### src/rtl/apb_uart_rx_if.sv
// APB register-bus bundle for the UART receiver.
// Handshake: an access is a setup cycle (S_PSELx=1, S_PENABLE=0) followed by an
// access cycle (S_PSELx=1, S_PENABLE=1). The slave is always ready, so the
// transfer completes on the rising edge that ends the access cycle.
// S_PRDATA is only meaningful in the access cycle of a read.
interface apb_uart_rx_if #(
    parameter int DATA_WIDTH = 16
);
    logic                  S_PADDR;
    logic                  S_PWRITE;
    logic                  S_PSELx;
    logic                  S_PENABLE;
    logic [DATA_WIDTH-1:0] S_PWDATA;
    logic [DATA_WIDTH-1:0] S_PRDATA;
    logic                  S_PREADY;

    modport master (
        output S_PADDR, S_PWRITE, S_PSELx, S_PENABLE, S_PWDATA,
        input  S_PRDATA, S_PREADY
    );

    modport slave (
        input  S_PADDR, S_PWRITE, S_PSELx, S_PENABLE, S_PWDATA,
        output S_PRDATA, S_PREADY
    );
endinterface

### src/rtl/apb_uart_rx.sv
// APB UART receiver: 8N1 deserialiser feeding a byte FIFO, with DATA (addr 0)
// and STATUS (addr 1) registers and a level interrupt while bytes are pending.
// STATUS layout: [0] not empty, [1] full, [2] OVR, [3] FERR, [15:8] count.
// DATA_WIDTH must be at least 16 so the count field fits.
module apb_uart_rx #(
    parameter int CLK_HZ     = 50_000_000,
    parameter int BAUD       = 115200,
    parameter int FIFO_DEPTH = 8,
    parameter int DATA_WIDTH = 16
) (
    input  logic                  clk,
    input  logic                  reset,
    apb_uart_rx_if.slave          apb,
    input  logic                  rx_wire,
    output logic                  irq,
    output logic [DATA_WIDTH-1:0] int_data,
    output logic [2:0]            rx_state
);
    localparam int CLKS_PER_BIT = CLK_HZ / BAUD;
    localparam int CW           = $clog2(CLKS_PER_BIT);
    localparam int AW           = $clog2(FIFO_DEPTH);
    localparam int CNTW         = AW + 1;
    localparam logic [CW-1:0]   BIT_LAST  = CW'(CLKS_PER_BIT - 1);
    localparam logic [CW-1:0]   HALF_LAST = CW'(CLKS_PER_BIT / 2 - 1);
    localparam logic [CNTW-1:0] FULL_CNT  = CNTW'(FIFO_DEPTH);

    typedef enum logic [2:0] {
        ST_IDLE  = 3'd0,
        ST_START = 3'd1,
        ST_DATA  = 3'd2,
        ST_STOP  = 3'd3,
        ST_BREAK = 3'd4
    } rx_state_t;

    rx_state_t       state;
    logic [CW-1:0]   clk_cnt;
    logic [2:0]      bit_cnt;
    logic [7:0]      shift_reg;
    logic            sync1;
    logic            rx_s;

    logic [7:0]      mem [FIFO_DEPTH];
    logic [AW-1:0]   wr_ptr;
    logic [AW-1:0]   rd_ptr;
    logic [CNTW-1:0] count;
    logic            ovr;
    logic            ferr;

    logic empty, full, access, rd_en, pop, push, push_ok;
    logic frame_done, ovr_set, ovr_clr, ferr_set, ferr_clr;
    logic [DATA_WIDTH-1:0] status;
    logic [DATA_WIDTH-1:0] head;
    logic unused_wdata;

    assign unused_wdata = ^{apb.S_PWDATA[DATA_WIDTH-1:4], apb.S_PWDATA[1:0]};

    // Two-flop synchroniser; idles high so reset never looks like a start bit.
    always_ff @(posedge clk or negedge reset) begin
        if (!reset) begin
            sync1 <= 1'b1;
            rx_s  <= 1'b1;
        end else begin
            sync1 <= rx_wire;
            rx_s  <= sync1;
        end
    end

    // Receive FSM: half-bit start qualification, then one sample per bit period.
    always_ff @(posedge clk or negedge reset) begin
        if (!reset) begin
            state     <= ST_IDLE;
            clk_cnt   <= '0;
            bit_cnt   <= '0;
            shift_reg <= '0;
        end else begin
            case (state)
                ST_IDLE: begin
                    if (!rx_s) begin
                        state   <= ST_START;
                        clk_cnt <= '0;
                    end
                end
                ST_START: begin
                    if (clk_cnt == HALF_LAST) begin
                        clk_cnt <= '0;
                        bit_cnt <= '0;
                        state   <= rx_s ? ST_IDLE : ST_DATA;
                    end else begin
                        clk_cnt <= clk_cnt + 1'b1;
                    end
                end
                ST_DATA: begin
                    if (clk_cnt == BIT_LAST) begin
                        clk_cnt   <= '0;
                        shift_reg <= {rx_s, shift_reg[7:1]};
                        if (bit_cnt == 3'd7) state <= ST_STOP;
                        else                 bit_cnt <= bit_cnt + 1'b1;
                    end else begin
                        clk_cnt <= clk_cnt + 1'b1;
                    end
                end
                ST_STOP: begin
                    if (clk_cnt == BIT_LAST) begin
                        clk_cnt <= '0;
                        state   <= rx_s ? ST_IDLE : ST_BREAK;
                    end else begin
                        clk_cnt <= clk_cnt + 1'b1;
                    end
                end
                ST_BREAK: begin
                    if (rx_s) state <= ST_IDLE;
                end
                default: state <= ST_IDLE;
            endcase
        end
    end

    assign rx_state   = state;
    assign frame_done = (state == ST_STOP) && (clk_cnt == BIT_LAST);
    assign push       = frame_done && rx_s;
    assign ferr_set   = frame_done && !rx_s;

    assign empty   = (count == '0);
    assign full    = (count == FULL_CNT);
    assign access  = apb.S_PSELx && apb.S_PENABLE;
    assign rd_en   = access && !apb.S_PWRITE;
    assign pop     = rd_en && !apb.S_PADDR && !empty;
    // A pop in the same cycle frees the slot a full FIFO would otherwise refuse.
    assign push_ok = push && (!full || pop);
    assign ovr_set = push && full && !pop;
    assign ovr_clr = access && apb.S_PWRITE && apb.S_PADDR && apb.S_PWDATA[2];
    assign ferr_clr = access && apb.S_PWRITE && apb.S_PADDR && apb.S_PWDATA[3];

    // FIFO storage needs no reset; pointers and count define validity.
    always_ff @(posedge clk) begin
        if (push_ok) mem[wr_ptr] <= shift_reg;
    end

    // FIFO pointers and occupancy.
    always_ff @(posedge clk or negedge reset) begin
        if (!reset) begin
            wr_ptr <= '0;
            rd_ptr <= '0;
            count  <= '0;
        end else begin
            if (push_ok) wr_ptr <= wr_ptr + 1'b1;
            if (pop)     rd_ptr <= rd_ptr + 1'b1;
            case ({push_ok, pop})
                2'b10:   count <= count + 1'b1;
                2'b01:   count <= count - 1'b1;
                default: count <= count;
            endcase
        end
    end

    // Sticky error flags; a set in the same cycle as a clear wins.
    always_ff @(posedge clk or negedge reset) begin
        if (!reset) begin
            ovr  <= 1'b0;
            ferr <= 1'b0;
        end else begin
            ovr  <= ovr_set  || (ovr  && !ovr_clr);
            ferr <= ferr_set || (ferr && !ferr_clr);
        end
    end

    // Register views and read mux; read data is forced to zero outside read access.
    always_comb begin
        status       = '0;
        status[0]    = !empty;
        status[1]    = full;
        status[2]    = ovr;
        status[3]    = ferr;
        status[15:8] = 8'(count);
        head         = '0;
        if (!empty) head[7:0] = mem[rd_ptr];
        apb.S_PRDATA = '0;
        if (reset && rd_en) apb.S_PRDATA = apb.S_PADDR ? status : head;
    end

    assign apb.S_PREADY = reset && access;
    assign irq          = !empty;
    assign int_data     = status;
endmodule

### src/flat_wrapper.sv
// flat-port wrapper written by rule: the top's interface ports become plain ports
module apb_uart_rx_flat 
#(
    parameter int CLK_HZ     = 50_000_000,
    parameter int BAUD       = 115200,
    parameter int FIFO_DEPTH = 8,
    parameter int DATA_WIDTH = 16
)
  (clk, reset, rx_wire, irq, int_data, rx_state, apb_S_PADDR, apb_S_PWRITE, apb_S_PSELx, apb_S_PENABLE, apb_S_PWDATA, apb_S_PRDATA, apb_S_PREADY);
  apb_uart_rx_if #(.DATA_WIDTH(DATA_WIDTH)) apb_i ();
  input  logic clk;
  input  logic reset;
  input  logic rx_wire;
  output logic irq;
  output logic [DATA_WIDTH-1:0] int_data;
  output logic [2:0] rx_state;
  input wire logic [$bits(apb_i.S_PADDR)-1:0] apb_S_PADDR;
  input wire logic [$bits(apb_i.S_PWRITE)-1:0] apb_S_PWRITE;
  input wire logic [$bits(apb_i.S_PSELx)-1:0] apb_S_PSELx;
  input wire logic [$bits(apb_i.S_PENABLE)-1:0] apb_S_PENABLE;
  input wire logic [$bits(apb_i.S_PWDATA)-1:0] apb_S_PWDATA;
  output wire logic [$bits(apb_i.S_PRDATA)-1:0] apb_S_PRDATA;
  output wire logic [$bits(apb_i.S_PREADY)-1:0] apb_S_PREADY;
  assign apb_i.S_PADDR = apb_S_PADDR;
  assign apb_i.S_PWRITE = apb_S_PWRITE;
  assign apb_i.S_PSELx = apb_S_PSELx;
  assign apb_i.S_PENABLE = apb_S_PENABLE;
  assign apb_i.S_PWDATA = apb_S_PWDATA;
  assign apb_S_PRDATA = apb_i.S_PRDATA;
  assign apb_S_PREADY = apb_i.S_PREADY;
  apb_uart_rx #(.CLK_HZ(CLK_HZ), .BAUD(BAUD), .FIFO_DEPTH(FIFO_DEPTH), .DATA_WIDTH(DATA_WIDTH)) u_core (.clk(clk), .reset(reset), .apb(apb_i), .rx_wire(rx_wire), .irq(irq), .int_data(int_data), .rx_state(rx_state));
endmodule
### config.mk
export PLATFORM = sky130hd
export DESIGN_NAME = apb_uart_rx_flat
export DESIGN_NICKNAME = d
export VERILOG_FILES = /design/src/rtl/apb_uart_rx_if.sv /design/src/rtl/apb_uart_rx.sv /design/src/flat_wrapper.sv
export SDC_FILE = /design/constraint.sdc
export NUM_CORES = 1
export LEC_CHECK = 0
export CAP_MARGIN = 40
export CORE_MARGIN = 2
export CORE_UTILIZATION = 35
export DETAILED_ROUTE_END_ITERATION = 12
export GPL_ROUTABILITY_DRIVEN = 0
export GPL_TIMING_DRIVEN = 0
export PLACE_DENSITY = 0.57
export SYNTH_ARGS = -nofsm -noshare
export SYNTH_HDL_FRONTEND = slang
export SYNTH_SLANG_ARGS = --single-unit
### constraint.sdc
create_clock -name clk -period 3.3 [get_ports clk]
set_clock_uncertainty 0.05 [all_clocks]
set_input_delay 0.825 -clock clk [delete_from_list [all_inputs] [get_ports clk]]
set_output_delay 0.825 -clock clk [all_outputs]
set_load 0.02 [all_outputs]
# --- Word level (Yosys, flattened, before mapping) ---
# Memories as Yosys holds them, arrays and structs flattened.
# Cells that the tools add are included.
classes:
  addsub: 6
  eq_ne: 17
  n_mux: 23
  n_reduce_logical: 39
op_table:
  columns: ["op", "count"]
  rows:
  - ["$mux W3", 10]
  - ["$mux W9", 3]
  - ["$pmux W9 S3", 1]
  - ["$mux W12", 2]
  - ["$logic_and A1 B1 Y1", 18]
  - ["$pmux W3 S5", 1]
  - ["$ne A2 B1 Y1 const B", 5]
  - ["$add A3 B1 Y3 const B", 3]
  - ["$add A9 B1 Y9 const B", 1]
  - ["$eq A9 B8 Y1 const B", 1]
  - ["$eq A9 B9 Y1 const B", 1]
  - ["$logic_not A1 Y1", 8]
  - ["$mux W8", 1]
  - ["$pmux W4 S2", 1]
  - ["$eq A3 B2 Y1 const B", 2]
  - ["$eq A3 B3 Y1 const B", 2]
  - ["$pmux W3 S2", 1]
  - ["$reduce_and A6 Y1", 1]
  - ["$add A4 B1 Y4 const B", 1]
  - ["$eq A4 B4 Y1 const B", 1]
  - ["$logic_not A4 Y1", 1]
  - ["$ne A2 B2 Y1 const B", 2]
  - ["$reduce_and A2 Y1", 2]
  - ["$reduce_and A4 Y1", 1]
  - ["11 further kinds", 15]
word_totals:
  regBits: 37
  ram_bits: 64
  input_bits: 23
  output_inout_bits: 37
  word_cells: 97
  mem_count: 1
memory_table:
  columns: ["memory", "words", "word_bits", "read_ports", "rd_clocked_by_memory_dff", "write_ports", "line_no", "text"]
  rows:
  - ["u_core.mem", 8, 8, 1, 0, 1, "apb_uart_rx.sv:42", "logic [7:0] mem [FIFO_DEPTH];"]

# --- Longest topological paths before layout ---
depth:
  word_depth: 8
  depth_mapped: 12
  depth_no_buf: 12

# --- Least setup slack after synthesis ---
# OpenSTA, ideal clock, no wires.
synth_timing:
  path_kind: "input to output"
  from: "in reset"
  to: "out apb_S_PRDATA[2]"
  t_arrival_ns: 1.969
  t_required_ns: 2.425
  setup_slack_ns: 0.456
  cell_stages: 4
  cell_sequence: "and3_1 nor2b_1 nand2_1 o2bb2ai_1"
synth_via:
  elab_chain_cells: 2
synth_lines:
  columns: ["item", "line_no", "text"]
  rows:
  - ["from (decl)", "flat_wrapper.sv:12", "input logic reset;"]
  - ["$logic_and A1 B1 Y1", "apb_uart_rx.sv:178", "if (reset && rd_en) apb.S_PRDATA = apb.S_PADDR ? status : head;"]
  - ["$mux W12", "apb_uart_rx.sv:178", null]
  - ["to (decl)", "flat_wrapper.sv:22", "output wire logic [$bits(apb_i.S_PRDATA)-1:0] apb_S_PRDATA;"]
# No other way between the ends.

# --- Final worst setup path ---
layout_timing:
  from: "in apb_S_PSELx"
  to: "out apb_S_PRDATA[8]"
layout_via:
  elab_chain_cells: 4
layout_lines:
  columns: ["item", "line_no", "text"]
  rows:
  - ["from (decl)", "flat_wrapper.sv:19", "input wire logic [$bits(apb_i.S_PSELx)-1:0] apb_S_PSELx;"]
  - ["$logic_and A1 B1 Y1", "apb_uart_rx.sv:125", "assign access = apb.S_PSELx && apb.S_PENABLE;"]
  - ["$logic_and A1 B1 Y1", "apb_uart_rx.sv:126", "assign rd_en = access && !apb.S_PWRITE;"]
  - ["$logic_and A1 B1 Y1", "apb_uart_rx.sv:178", null]
  - ["$mux W12", "apb_uart_rx.sv:178", null]
# No other way between the ends.

==> results.md <==
- The flow ran to the end, and the final reports show no timing, DRC or antenna violations.
- The post-route non-filler standard cell count is 564.
- The worst path needs about 3300 ps of the cycle, external delays included.
- Counting stages on the worst path, the most repeated cell is sky130_fd_sc_hd__and3_1.
- Compared with the post-synthesis result, the final layout area differs by 22.3%.
- The layout has between 1k and 1.5k filler cells.
- The repair_antennas step left the layout with diodes totalling 0.
- Across all layers, the routed design uses between 2k and 3k vias.
- The clock latency at the later pin of the worst-skew pair is 340 ps.
- The reg-to-reg critical path endpoint is u_core.count[2]$_DFFE_PN0P_.
- The floorplan step set the die height to ~120 um.
- Across the run, the number of max-cap violations was 0.
- The final non-filler cell area is approximately 5700 sq um.
- The global-route wire length before repair is around 15000 um.
- Measured against its own limit, the worst slew margin works out to 47.9%.
- For this configuration, the core starts out at a cell density of roughly 36%.
- The first TritonRoute pass finished after 4 iterations.
- TritonCTS built the clock tree.
- The number of hold violations in the final report is 0.
- The mapped netlist covers around 4600 sq um.
- From left edge to right edge, the die measures 119 um.
- The count of flip-flops with a built-in enable after synthesis is 64.
- In the final layout, the share of cells above drive strength 1 is a little over a quarter.
- After detailed routing, the total wire length is ~8800 um.
- The data required time at the worst endpoint is roughly 2400 ps.
- Setup total negative slack on the finished layout was measured at 0 ps.
- The total leakage power is roughly 2.3 nW.
- The worst setup path is captured at an output pin.
- Counting flops with an async set or reset pin after synthesis yields a share of approximately 37%.
- In this run the register-to-register setup slack is about 620 ps.
- TritonCTS created 9 clock buffers.
- The first routing iteration left approximately 140 violations.
- The clock root buffer is sky130_fd_sc_hd__clkbuf_16.
- For the worst flop-to-flop path, the logic depth is 11.
- The number of global-route vias before repair was 2778.
- In the synthesized netlist, the number of instances is 321.
- Once layout is complete, the utilization of the core stands at ~44%.
- The largest single stage delay on the critical path is 500 ps.
- The per-instance average area after synthesis is 14.4 sq um.
- The number of top-level pins is 60.
- The residual DRC count is 0.
- The slowest cell on the critical path is sky130_fd_sc_hd__clkdlybuf4s50_1.
- After detailed placement, the design holds a cell count of 546.
- The number of vias per cell after detailed routing is 4.89.
- The most frequently used flop master after synthesis is sky130_fd_sc_hd__edfxtp_1.
- Static timing analysis puts the maximum clock frequency at 0.307 GHz.
- The type of the worst min-delay path is input port to asynchronous set/reset pin.
- Entering global routing, the biggest net connects 21 pins.
- The number of rows in the core area is 41.
- For the worst setup path, the data arrival time is approximately 2400 ps.
- The cell area power density is 530 nW/um^2.
- After synthesis the netlist holds a flip-flop and latch count of between 100 and 150.
- The total area inside the core boundary comes to 12800 sq um.
- Setup violations remaining at the end of the flow were counted as 0.
- The buffer and inverter count on the worst path is 3.
- The largest buffer count on any clock path is 2.
- The remaining global-route overflow is 0.
- After detailed routing, the average wire length per cell comes to 15.7 um.
- The Yosys warning count is 0.
- The critical path goes through clkdlybuf4s50_1, and3_1, nor2b_4, buf_4, and3_1, dlygate4sd2_1.
- The instance area after placement is 5300 sq um.
- The maximum ir drop on the vdd rail is ~0.00023 V.
- The count of nets after finishing is 420.
- In this run the critical register-to-register path is launched from u_core.count[1]$_DFFE_PN0P_.
- The number of H-tree levels is 3.
- The port buffer count is 33.
- The largest fanout on the critical path is 6.
- On the critical path the largest part of the delay comes from buffers and inverters.
- The flip-flop count of the largest register, all copies and words added is 64.
- In the global route stage, overall resource usage came out at a little over an eighth.
- The area of the die is between 10000 and 15000 sq um.
- The netlist uses 57 different library cells.
- The kind of critical path is input port to output pin.
- The clock drives between 100 and 150 sinks.
- The sequential cell area fraction in the yosys report is roughly three fifths.
- The detailed-placement wirelength estimate is around 6500 um.
- The number of max-slew violations in the final report is 0.
- The initial antenna violation count was 0.
- The detail route stage leaves a number of antenna-violating nets equal to 0.
- Clock-pin slew was measured on the worst setup and hold paths at 70 ps.
- The worst-margin pin slew is 776 ps.
- After layout, the worst path uses between 90% and 100% of the clock period.
- The startpoint type of the worst setup path is an input port.
- The number of buffers inserted for hold repair after clock tree synthesis is 0.
placed cells by master, fill, tap and decap left out, types with 4 or more instances in the layout:
cell type	Yosys	layout
sky130_fd_sc_hd__edfxtp_1	64	64
sky130_fd_sc_hd__dfrtp_1	35	35
sky130_fd_sc_hd__buf_4	17	28
sky130_fd_sc_hd__nand2_1	26	25
sky130_fd_sc_hd__clkdlybuf4s50_1	0	20
sky130_fd_sc_hd__nor2_1	17	17
sky130_fd_sc_hd__mux4_2	16	16
sky130_fd_sc_hd__mux2_2	12	12
sky130_fd_sc_hd__conb_1	1	12
sky130_fd_sc_hd__mux2i_1	10	10
sky130_fd_sc_hd__o21ai_0	10	10
sky130_fd_sc_hd__ha_1	10	10
sky130_fd_sc_hd__clkbuf_16	0	9
sky130_fd_sc_hd__o211ai_1	8	8
sky130_fd_sc_hd__inv_1	7	7
sky130_fd_sc_hd__clkbuf_2	1	5
sky130_fd_sc_hd__and3_1	5	5
sky130_fd_sc_hd__nor3_1	7	5
sky130_fd_sc_hd__nand3_1	5	5
sky130_fd_sc_hd__xor2_1	5	5
sky130_fd_sc_hd__nand2b_1	4	4
sky130_fd_sc_hd__xnor2_1	4	4
sky130_fd_sc_hd__a21oi_1	4	4
sky130_fd_sc_hd__dlygate4sd2_1	0	4
through the flow:
step	setup WS (ps)	power [mW]	hold WS, ps
6_report	41.2	3.00	265
5_1_grt	-18.8	3.14	266
2_1_floorplan	456	1.80	295
3_5_place_dp	-936	2.00	299
3_3_place_gp	-2180	1.98	297
4_1_cts	-9.89	3.03	263
synth_stat cells (5+ instances only):
library cell	instances	area, sq um
sky130_fd_sc_hd__and3_1	5	31.3
sky130_fd_sc_hd__o21ai_0	10	50.1
sky130_fd_sc_hd__ha_1	10	125
sky130_fd_sc_hd__inv_1	7	26.3
sky130_fd_sc_hd__buf_4	17	128
sky130_fd_sc_hd__mux2i_1	10	100
sky130_fd_sc_hd__nand3_1	5	25.0
sky130_fd_sc_hd__xor2_1	5	43.8
sky130_fd_sc_hd__mux4_2	16	360
sky130_fd_sc_hd__nor3_1	7	35.0
sky130_fd_sc_hd__nor2_1	17	63.8
sky130_fd_sc_hd__nand2_1	26	97.6
sky130_fd_sc_hd__edfxtp_1	64	1920
sky130_fd_sc_hd__o211ai_1	8	60.1
sky130_fd_sc_hd__mux2_2	12	135
sky130_fd_sc_hd__dfrtp_1	35	876
routing by layer:
layer	global-route usage, %	part of all wire (%)
met1	17.1	45
met2	22.9	52
met3	2.35	2.1
met4	4.69	1.2
met5	0	0
worst max path at each step:
stage / from / end / slack (ps) / cells past startpoint
2_1_floorplan: reset / apb_S_PRDATA[2] / 460 / 4
3_3_place_gp: reset / apb_S_PRDATA[3] / -2180 / 6
3_5_place_dp: reset / apb_S_PRDATA[3] / -940 / 7
4_1_cts: apb_S_PWRITE / u_core.mem[4][1]$_DFFE_PP_ / -10 / 5
5_1_grt: u_core.count[1]$_DFFE_PN0P_ / int_data[0] / -20 / 5
6_report: apb_S_PSELx / apb_S_PRDATA[8] / 40 / 6
cell families (layout without fill, tap and decap cells):
logic type               Yosys count  count (layout)  share of synthesized area [%]
AO/OA/AOI/OAI                     35              35                           5.28
XOR/XNOR                           9               9                           1.70
adder cells (fa/ha/maj)           10              10                           2.71
buffers and inverters             31              91                           3.95
flip-flops                       101             101                           61.7
multiplexers                      38              38                           12.9
other                              1              12                         0.0811
AND/OR/NAND/NOR                   96              96                           11.7
worst reg2reg max path, stage by stage, from the launching register on:
cell and delay, ps:
sky130_fd_sc_hd__dfrtp_1 400, sky130_fd_sc_hd__clkbuf_1 210, sky130_fd_sc_hd__nor3_1 390, sky130_fd_sc_hd__o311ai_4 210, sky130_fd_sc_hd__nand2_2 230, sky130_fd_sc_hd__ha_1 300, sky130_fd_sc_hd__xor2_1 100, sky130_fd_sc_hd__ha_1 190
sky130_fd_sc_hd__a21oi_1 140, sky130_fd_sc_hd__xor2_1 150, sky130_fd_sc_hd__nor2_1 60, sky130_fd_sc_hd__xor2_1 140
report_power, final:
part	internal, mW	total (mW)	switching (mW)
logic	0.263	0.563	0.300
registers	1.37	1.41	0.0468
clock network	0.531	1.02	0.486
timing repair:
action,4_1_cts,5_1_grt
buffers inserted,0,2
gates resized for setup,29,15
endpoints found under the setup margin,16,21
pin swaps,0,1
layout make-up:
class | count | area [sq um] | area share (%)
clock buffer | 9 | 225 | 3.98
timing repair buffer | 44 | 412 | 7.28
sequential | 101 | 2850 | 50.4
tap | 172 | 215 | 3.81
inverter | 7 | 26.3 | 0.465
multi-input combinational | 200 | 1700 | 30.0
buffer | 24 | 161 | 2.85
clock inverter | 7 | 66.3 | 1.17
Note: power is estimated with default switching activity, not from simulation.
